### config.mk
export PLATFORM = sky130hd
export DESIGN_NAME = countdown_timer_60_flat
export DESIGN_NICKNAME = d
export VERILOG_FILES = /design/src/rtl/countdown_timer_60_pkg.sv /design/src/rtl/countdown_timer_60_if.sv /design/src/rtl/countdown_timer_60_tick_gen.sv /design/src/rtl/countdown_timer_60.sv /design/src/flat_wrapper.sv
export SDC_FILE = /design/constraint.sdc
export NUM_CORES = 1
export LEC_CHECK = 0
export ABC_AREA = 1
export CORE_UTILIZATION = 40
export DETAILED_ROUTE_END_ITERATION = 10
export PLACE_DENSITY_LB_ADDON = 0.12
export REMOVE_ABC_BUFFERS = 1
export SLEW_MARGIN = 40
export SYNTH_ARGS = -nofsm -noshare
export SYNTH_HDL_FRONTEND = slang
export SYNTH_SLANG_ARGS = --single-unit
### constraint.sdc
create_clock -name iclk -period 1.45 [get_ports iclk]
set_input_delay 0.29 -clock iclk [delete_from_list [all_inputs] [get_ports iclk]]
set_output_delay 0.29 -clock iclk [all_outputs]
set_load 0.005 [all_outputs]
### src/rtl/countdown_timer_60_pkg.sv
// Shared state encoding and digit limits for the 00..59 BCD countdown timer.
package timer_pkg;

  typedef enum logic [1:0] {
    S_IDLE   = 2'd0,
    S_RUN    = 2'd1,
    S_PAUSED = 2'd2,
    S_DONE   = 2'd3
  } state_e;

  localparam logic [3:0] MAX_TENS = 4'd5;
  localparam logic [3:0] MAX_ONES = 4'd9;

  function automatic logic [3:0] clamp_bcd(input logic [3:0] v, input logic [3:0] lim);
    return (v > lim) ? lim : v;
  endfunction

endpackage

### src/rtl/countdown_timer_60_if.sv
// Control/preset inputs and digit/status outputs of the countdown timer.
interface countdown_timer_60_if;

  logic       load;
  logic       start;
  logic       pause;
  logic [3:0] preset_tens;
  logic [3:0] preset_ones;
  logic [3:0] tens;
  logic [3:0] ones;
  logic       running;
  logic       done;
  logic       alarm;

  modport master (
    output load, start, pause, preset_tens, preset_ones,
    input  tens, ones, running, done, alarm
  );

  modport slave (
    input  load, start, pause, preset_tens, preset_ones,
    output tens, ones, running, done, alarm
  );

endinterface

### src/rtl/countdown_timer_60_tick_gen.sv
// Prescaler: counts 0..DIV-1 while enabled, holds when disabled; tick is
// combinational on the wrap cycle so the consumer acts on the same edge.
module tick_gen #(
  parameter int unsigned DIV = 6000,
  parameter int unsigned PW  = 16
) (
  input  logic iclk,
  input  logic clr,
  input  logic en_i,
  input  logic sclr_i,
  output logic tick_o
);

  localparam logic [PW-1:0] TOP = PW'(DIV - 1);

  logic [PW-1:0] cnt_q;
  logic [PW-1:0] cnt_d;

  assign tick_o = en_i && (cnt_q == TOP);

  always_comb begin
    cnt_d = cnt_q;
    if (sclr_i) begin
      cnt_d = '0;
    end else if (en_i) begin
      cnt_d = (cnt_q == TOP) ? '0 : cnt_q + PW'(1);
    end
  end

  always_ff @(posedge iclk or negedge clr) begin
    if (!clr) begin
      cnt_q <= '0;
    end else begin
      cnt_q <= cnt_d;
    end
  end

endmodule

### src/rtl/countdown_timer_60.sv
// 00..59 BCD countdown timer: load > start > pause > tick priority, one-cycle
// done pulse on reaching 00, alarm held in DONE until the next load or reset.
module countdown_timer_60
  import timer_pkg::*;
#(
  parameter int unsigned DIV = 6000,
  parameter int unsigned PW  = 16
) (
  input logic                 iclk,
  input logic                 clr,
  countdown_timer_60_if.slave bus
);

  state_e     state_q;
  logic [3:0] tens_q;
  logic [3:0] ones_q;
  logic       done_q;
  logic       running_q;
  logic       alarm_q;

  logic       digits_zero;
  logic       start_go;
  logic       tick_en;
  logic       tick;
  logic       last_step;
  logic [3:0] tens_d;
  logic [3:0] ones_d;

  assign digits_zero = (tens_q == 4'd0) && (ones_q == 4'd0);
  assign start_go    = bus.start && (state_q == S_IDLE) && !digits_zero;
  // pause freezes the prescaler in the same cycle it is seen, so no tick leaks
  assign tick_en     = (state_q == S_RUN) && !bus.pause && !bus.load;
  assign last_step   = (tens_q == 4'd0) && (ones_q == 4'd1);

  assign ones_d = (ones_q == 4'd0) ? MAX_ONES : ones_q - 4'd1;
  assign tens_d = (ones_q == 4'd0) ? tens_q - 4'd1 : tens_q;

  tick_gen #(
    .DIV (DIV),
    .PW  (PW)
  ) u_tick_gen (
    .iclk   (iclk),
    .clr    (clr),
    .en_i   (tick_en),
    .sclr_i (bus.load || start_go),
    .tick_o (tick)
  );

  always_ff @(posedge iclk or negedge clr) begin
    if (!clr) begin
      state_q   <= S_IDLE;
      tens_q    <= 4'd0;
      ones_q    <= 4'd0;
      done_q    <= 1'b0;
      running_q <= 1'b0;
      alarm_q   <= 1'b0;
    end else begin
      done_q <= 1'b0;
      if (bus.load) begin
        tens_q    <= clamp_bcd(bus.preset_tens, MAX_TENS);
        ones_q    <= clamp_bcd(bus.preset_ones, MAX_ONES);
        state_q   <= S_IDLE;
        running_q <= 1'b0;
        alarm_q   <= 1'b0;
      end else if (start_go) begin
        state_q   <= S_RUN;
        running_q <= 1'b1;
      end else begin
        case (state_q)
          S_RUN: begin
            if (bus.pause) begin
              state_q   <= S_PAUSED;
              running_q <= 1'b0;
            end else if (tick) begin
              tens_q <= tens_d;
              ones_q <= ones_d;
              if (last_step) begin
                state_q   <= S_DONE;
                running_q <= 1'b0;
                alarm_q   <= 1'b1;
                done_q    <= 1'b1;
              end
            end
          end
          S_PAUSED: begin
            if (!bus.pause) begin
              state_q   <= S_RUN;
              running_q <= 1'b1;
            end
          end
          default: begin
          end
        endcase
      end
    end
  end

  assign bus.tens    = tens_q;
  assign bus.ones    = ones_q;
  assign bus.running = running_q;
  assign bus.done    = done_q;
  assign bus.alarm   = alarm_q;

endmodule

### src/flat_wrapper.sv
// flat-port wrapper written by rule: the top's interface ports become plain ports
module countdown_timer_60_flat import timer_pkg::*;
#(
  parameter int unsigned DIV = 6000,
  parameter int unsigned PW  = 16
)
  (iclk, clr, bus_load, bus_start, bus_pause, bus_preset_tens, bus_preset_ones, bus_tens, bus_ones, bus_running, bus_done, bus_alarm);
  countdown_timer_60_if bus_i ();
  input logic iclk;
  input logic clr;
  input wire logic [$bits(bus_i.load)-1:0] bus_load;
  input wire logic [$bits(bus_i.start)-1:0] bus_start;
  input wire logic [$bits(bus_i.pause)-1:0] bus_pause;
  input wire logic [$bits(bus_i.preset_tens)-1:0] bus_preset_tens;
  input wire logic [$bits(bus_i.preset_ones)-1:0] bus_preset_ones;
  output wire logic [$bits(bus_i.tens)-1:0] bus_tens;
  output wire logic [$bits(bus_i.ones)-1:0] bus_ones;
  output wire logic [$bits(bus_i.running)-1:0] bus_running;
  output wire logic [$bits(bus_i.done)-1:0] bus_done;
  output wire logic [$bits(bus_i.alarm)-1:0] bus_alarm;
  assign bus_i.load = bus_load;
  assign bus_i.start = bus_start;
  assign bus_i.pause = bus_pause;
  assign bus_i.preset_tens = bus_preset_tens;
  assign bus_i.preset_ones = bus_preset_ones;
  assign bus_tens = bus_i.tens;
  assign bus_ones = bus_i.ones;
  assign bus_running = bus_i.running;
  assign bus_done = bus_i.done;
  assign bus_alarm = bus_i.alarm;
  countdown_timer_60 #(.DIV(DIV), .PW(PW)) u_core (.iclk(iclk), .clr(clr), .bus(bus_i));
endmodule
# ---- Word-level counts from Yosys, hierarchy flattened
# Cells that the tools add are included.
dict set report op_classes {
  add_sub_neg 3
  n_lt_le_gt_ge 2
  n_eq_ne 9
  n_mux 43
  reduce_logical 24
}
# operator count
set op_table {}
lappend op_table {{two-way mux 4 bit} 14}
lappend op_table {{two-way mux 16 bit} 3}
lappend op_table {{two-way mux 1 bit} 18}
lappend op_table {{adder 16 x 1 -> 16 bit (second input constant)} 1}
lappend op_table {{equality test 16 x 13 -> 1 bit (second input constant)} 1}
lappend op_table {{two-way mux 2 bit} 6}
lappend op_table {{inequality test 5 x 3 -> 1 bit (second input constant)} 2}
lappend op_table {{AND reduction 5 bit} 2}
lappend op_table {{nonzero test 2 bit} 5}
lappend op_table {{zero test 4 bit} 2}
lappend op_table {{AND reduction 4 bit} 2}
lappend op_table {{subtractor 4 x 1 -> 4 bit (second input constant)} 2}
lappend op_table {{logical AND 1 bit} 7}
lappend op_table {{equality test 4 x 1 -> 1 bit (second input constant)} 1}
lappend op_table {{greater-than comparator 4 x 3 -> 1 bit (second input constant)} 1}
lappend op_table {{greater-than comparator 4 bit (second input constant)} 1}
lappend op_table {{inequality test 2 bit (second input constant)} 2}
lappend op_table {{inequality test 4 x 3 -> 1 bit (second input constant)} 1}
lappend op_table {{one-hot mux 2 bit (2 select lines)} 1}
lappend op_table {{nonzero test 4 bit} 1}
lappend op_table {{zero test 1 bit} 3}
lappend op_table {{equality test 2 x 1 -> 1 bit (second input constant)} 1}
lappend op_table {{equality test 2 bit (second input constant)} 1}
lappend op_table {{zero test 2 bit} 1}
lappend op_table {{2 further kinds} 2}
dict set report word_totals {
  register_bits 29
  inputBits 13
  output_inout_bits 11
  wordCells 88
}

# ---- Logic depth before layout (Yosys ltp)
dict set report depth {
  depth_word 9
  depth_mapped 10
}

# ---- Hierarchy
# From an unflattened synthesis, not the netlist that was laid out.
dict set report hier_totals {
  hier_cells 284
  area_unflattened_um2 1943.1
}
# mod instances cells_each area_per_inst_um2 seq_area_each_um2
set modules_own_cells {}
lappend modules_own_cells {tick_gen 1 159 1048.5 400.4}
lappend modules_own_cells {countdown_timer_60 1 125 894.6 325.3}

# ---- Worst setup path before layout
# No wires, ideal clock.
dict set report synth_path {
  kind {reg2reg}
  startpoint {register u_core.tens_q[0], in the netlist u_core.bus.tens[0]}
  endpoint {register u_core.u_tick_gen.cnt_q[10]}
  arrival_ns 1.387
  t_required_ns 1.331
  setup_slack_ns -0.056
  path_stages_with_launch 9
  synth_period_minus_slack_ns 1.506
  cell_sequence {dfrtp_1 > inv_1 > ha_1 > nand2_1 > o21ai_2 > nand2_2 > buf_6 > a21oi_1 > nor2_1}
}
dict set report synth_via {
  elab_chain_cells 6
  word_cells_on_any_way 7
  classes_between {mux: 1; reduce/logical: 6}
}
# item line_no
set synth_rtl {}
lappend synth_rtl {{from (decl)} countdown_timer_60.sv:15} ;# logic [3:0] tens_q;
lappend synth_rtl {{from (signal assigned)} countdown_timer_60.sv:60} ;# tens_q <= clamp_bcd(bus.preset_tens, MAX_TENS);
lappend synth_rtl {{from (signal assigned)} countdown_timer_60.sv:75} ;# tens_q <= tens_d;
lappend synth_rtl {{zero test 4 bit *} countdown_timer_60.sv:29} ;# assign digits_zero = (tens_q == 4'd0) && (ones_q == 4'd0);
lappend synth_rtl {{logical AND 1 bit *} countdown_timer_60.sv:29}
lappend synth_rtl {{zero test 1 bit *} countdown_timer_60.sv:30} ;# assign start_go = bus.start && (state_q == S_IDLE) && !digits_zero;
lappend synth_rtl {{logical AND 1 bit *} countdown_timer_60.sv:30}
lappend synth_rtl {{logical OR 1 bit *} countdown_timer_60.sv:45} ;# .sclr_i (bus.load || start_go),
lappend synth_rtl {{two-way mux 16 bit / nonzero test 2 bit (equally long branches)} n/a}
lappend synth_rtl {{to (signal assigned)} countdown_timer_60_tick_gen.sv:34} ;# cnt_q <= cnt_d;
lappend synth_rtl {{to (decl)} countdown_timer_60_tick_gen.sv:16} ;# logic [PW-1:0] cnt_q;
# Mark *: on every way between the ends. The rest lies on a longest branch, timed or not.
# A chain may end at the register's enable or synchronous reset.

# ---- Final worst setup path
dict set report layout_path {
  startpoint {register u_core.ones_q[1], in the netlist u_core.bus.ones[1]}
  endpoint {register u_core.state_q[0]}
}
dict set report layout_via {
  elab_chain_cells 6
  word_cells_on_any_way 13
  classes_between {eq/ne: 4; mux: 2; reduce/logical: 7}
}
# item line_no
set layout_rtl {}
lappend layout_rtl {{from (decl)} countdown_timer_60.sv:16} ;# logic [3:0] ones_q;
lappend layout_rtl {{from (signal assigned)} countdown_timer_60.sv:61} ;# ones_q <= clamp_bcd(bus.preset_ones, MAX_ONES);
lappend layout_rtl {{from (signal assigned)} countdown_timer_60.sv:76} ;# ones_q <= ones_d;
lappend layout_rtl {{zero test 4 bit} countdown_timer_60.sv:29}
lappend layout_rtl {{logical AND 1 bit} countdown_timer_60.sv:29}
lappend layout_rtl {{zero test 1 bit} countdown_timer_60.sv:30}
lappend layout_rtl {{logical AND 1 bit} countdown_timer_60.sv:30}
lappend layout_rtl {{inequality test 5 x 3 -> 1 bit (no source line) (tied with other cells)} n/a}
lappend layout_rtl {{AND reduction 4 bit (no source line) / two-way mux 2 bit (equally long branches)} n/a}
lappend layout_rtl {{to (signal assigned)} countdown_timer_60.sv:51} ;# state_q <= S_IDLE;
lappend layout_rtl {{to (signal assigned)} countdown_timer_60.sv:62} ;# state_q <= S_IDLE;
lappend layout_rtl {{to (signal assigned)} countdown_timer_60.sv:66} ;# state_q <= S_RUN;
lappend layout_rtl {{to (decl)} countdown_timer_60.sv:14} ;# state_e state_q;
# Several ways; a longest one is shown, not always the timed one.

==> results.json <==
{
  "h-tree-depth": 2,
  "grt_max_degree": 30,
  "critPathCaptureType": "flop",
  "period_needed_ns": 1.49,
  "vias_per_cell": 4.89,
  "dr.pass1.iters": 4,
  "setup_viol": 8,
  "antenna_found_initial": 0,
  "tightestPinTransition_ns": 0.289,
  "vdd_drop_max_mv": 0.702,
  "first_iter_violations": 105,
  "min_path_type": "input pin to async pin",
  "totalWireLength_mm": 5.69,
  "vias": 2206,
  "yosys_warnings": 0,
  "drive_gt1_share_pct": 37.8,
  "synth_cell_types": 27,
  "area_growth_pct": 60.8,
  "required_ns": 1.68,
  "grt_usage_pct": 23.2,
  "place_congestion": 0.856,
  "hold_viol_final": 0,
  "status": "finished with violations",
  "reg2reg_depth": 10,
  "root_buffer": "clkbuf_8",
  "tns_ns": -0.141,
  "finalWorstSetupSlack_ns": -0.0408,
  "leakagePower_uw": 0.00158,
  "synth_area_sq_um": 1980,
  "p_per_area_nw_per_um2": 1050,
  "fmax_mhz": 671,
  "drtAntennaViolNets": 0,
  "syn_inst": 287,
  "timing.final.max_slew_violations": 0,
  "final_cell_mix": "nand2_1 (67), buf_4 (61), nor2_1 (31)",
  "ios": 24,
  "fin_worst_skew_ns": 0.00421,
  "seq_area_frac_synth_pct": 36.7,
  "cts_inserted_buffers": 5,
  "grt_setup_unrepaired": "true",
  "drv_cap": 0,
  "clk_latency_ns": 0.28,
  "dp_hpwl_mm": 3.90,
  "r2r-end": "u_core.state_q[0]$_DFFE_PN0P_",
  "cts_tree": "done",
  "p_clk_share_pct": 22.3,
  "grt_pass1_vias": 2134,
  "sequentialPowerShare_pct": 30.9,
  "swShare_pct": 35.7,
  "die_y_microns": 72.3,
  "pwr-share-comb_pct": 46.7,
  "cp.arrival_ns": 1.72,
  "clock_path_buffers": 2,
  "wl_per_cell_microns": 12.6,
  "ys_ff_latch": 29,
  "layout.cells.most_common": "nand2_1",
  "initial_core_util_pct": 41.6,
  "relSlewSlack_pct": 80.6,
  "fin_crit_sh_pct": 103,
  "core_sq_um": 4750,
  "rr_startpoint": "u_core.bus.ones[1]$_DFFE_PN0P_",
  "startpoint_type": "flop",
  "crit_type": "flop to flop",
  "cts_sinks": 29,
  "grt_first_pass_wirelength_mm": 9.31,
  "die_w_microns": 72.3,
  "violations": "setup timing",
  "num_antenna_cells": 0,
  "crit_fanout": 3,
  "dp.cells": 426,
  "stdcell_count": 451,
  "p_int_uw": 2150,
  "drcViolationCount": 0,
  "numPortBuffers": 23,
  "syn_avg_cell_area_sq_um": 6.90,
  "fillers": 431,
  "report.power.total_uw": 3340,
  "placementRows": 25,
  "path_clk_slew_ns": 0.07,
  "grt_overflow": 0,
  "die-area_sq_um": 5230,
  "r2r_slack_ns": -0.04,
  "p_sw_uw": 1190,
  "fin_nets": 398
}
[flip-flops by register name, indices dropped and copies added, names as in the netlist]
signal / count
u_core.bus.alarm: 1
u_core.u_tick_gen.cnt_q: 16
u_core.state_q: 2
u_core.bus.ones: 4
u_core.bus.running: 1
u_core.bus.done: 1
u_core.bus.tens: 4
[power by group through the flow]
stage	combinational (uW)	sequential [uW]	clock (uW)
floorplan	531	1050	0
global placement	1160	1020	0
detailed placement	1170	1020	0
CTS	1360	1030	770
global route	1720	1040	797
finish	1560	1030	746
[layout make-up]
type	count	area, sq um	area share [%]
clock buffers	7	96.3	3.03
clock inverters	1	5.00	0.157
inverters	30	116	3.66
multi-input cells	222	1320	41.5
flip-flops and latches	29	726	22.8
well taps	67	83.8	2.63
repair buffers	95	833	26.2
[cell usage after synthesis (all sizes together)]
cell type	instances	area share [%]
a21oi	10	2.5
a22oi	3	1.1
and2	1	0.44
buf	5	2.8
clkbuf	2	0.38
dfrtp	29	37
ha	2	1.3
inv	30	5.7
nand2	85	17
nand3	28	8.3
nand4	14	4.4
nor2	45	9.2
nor3	6	2.0
nor3b	1	0.38
o21ai	21	6.1
o21bai	1	0.38
or2	1	0.32
xnor2	1	0.44
xor2	2	0.89
[cells by family after synthesis]
| group | count (synthesis) | synth area share, % |
|---|---|---|
| and+or+nand+nor | 181 | 41.7 |
| buffers and inverters | 37 | 8.91 |
| AOI/OAI and AO/OA | 35 | 10.1 |
| DFF | 29 | 36.7 |
| xor gates and xnor gates | 3 | 1.33 |
| adders and majority gates | 2 | 1.26 |
[repair_timing]
| action | 4_1_cts | 5_1_grt |
|---|---|---|
| gates resized for setup | 49 | 37 |
| buffers inserted | 7 | 11 |
| setup endpoints to repair | 35 | 31 |
| endpoints found under the hold margin | 0 | 0 |
| hold buffers | 0 | 0 |
| pin swaps | 8 | 20 |
| cloned | 1 | 0 |
[layer usage]
layer / wire [microns] / track usage (%) / vias up
met5: 0 / 0 / -
met4: 120 / 9.15 / 0
met3: 145 / 4.17 / 11
met2: 2910 / 41.2 / 28
met1: 2510 / 27.8 / 1031
li1: - / - / 1136
[per-stage QoR]
stage	utilization (%)	area [sq um]	hold WS (ns)	worst slack, ns
6_report	66.9	3180	0.357	-0.0408
5_1_grt	66.9	3180	0.394	-0.154
2_1_floorplan	-	1920	-0.00559	-0.322
3_3_place_gp	56.0	2660	0.467	-0.280
3_5_place_dp	56.0	2660	0.469	-0.310
4_1_cts	62.7	2980	0.362	-0.0406
[worst max path at each step]
stage                                                    to                      startpoint  cells after the start
finish                        u_core.state_q[0]$_DFFE_PN0P_  u_core.bus.ones[1]$_DFFE_PN0P_                     10
floorplan            u_core.u_tick_gen.cnt_q[1]$_DFFE_PN0P_  u_core.bus.tens[0]$_DFFE_PN0P_                      8
global placement             u_core.bus.running$_DFFE_PN0P_                       bus_start                      8
CTS                 u_core.u_tick_gen.cnt_q[13]$_DFFE_PN0P_  u_core.bus.tens[1]$_DFFE_PN0P_                      8
detailed placement   u_core.u_tick_gen.cnt_q[5]$_DFFE_PN0P_                       bus_start                      8
global route                  u_core.state_q[0]$_DFFE_PN0P_  u_core.bus.ones[1]$_DFFE_PN0P_                     10
[critical path: stages (launching register included)]
cell     delay (ns)
dfrtp_1        0.41
buf_6          0.13
buf_6          0.11
nor2_1         0.08
nand2_1        0.10
nor2_4         0.13
nand3_2        0.09
nand2_2        0.12
buf_6          0.11
nand4_1        0.08
nand2_1        0.07
(Power assumes the default switching activity.)
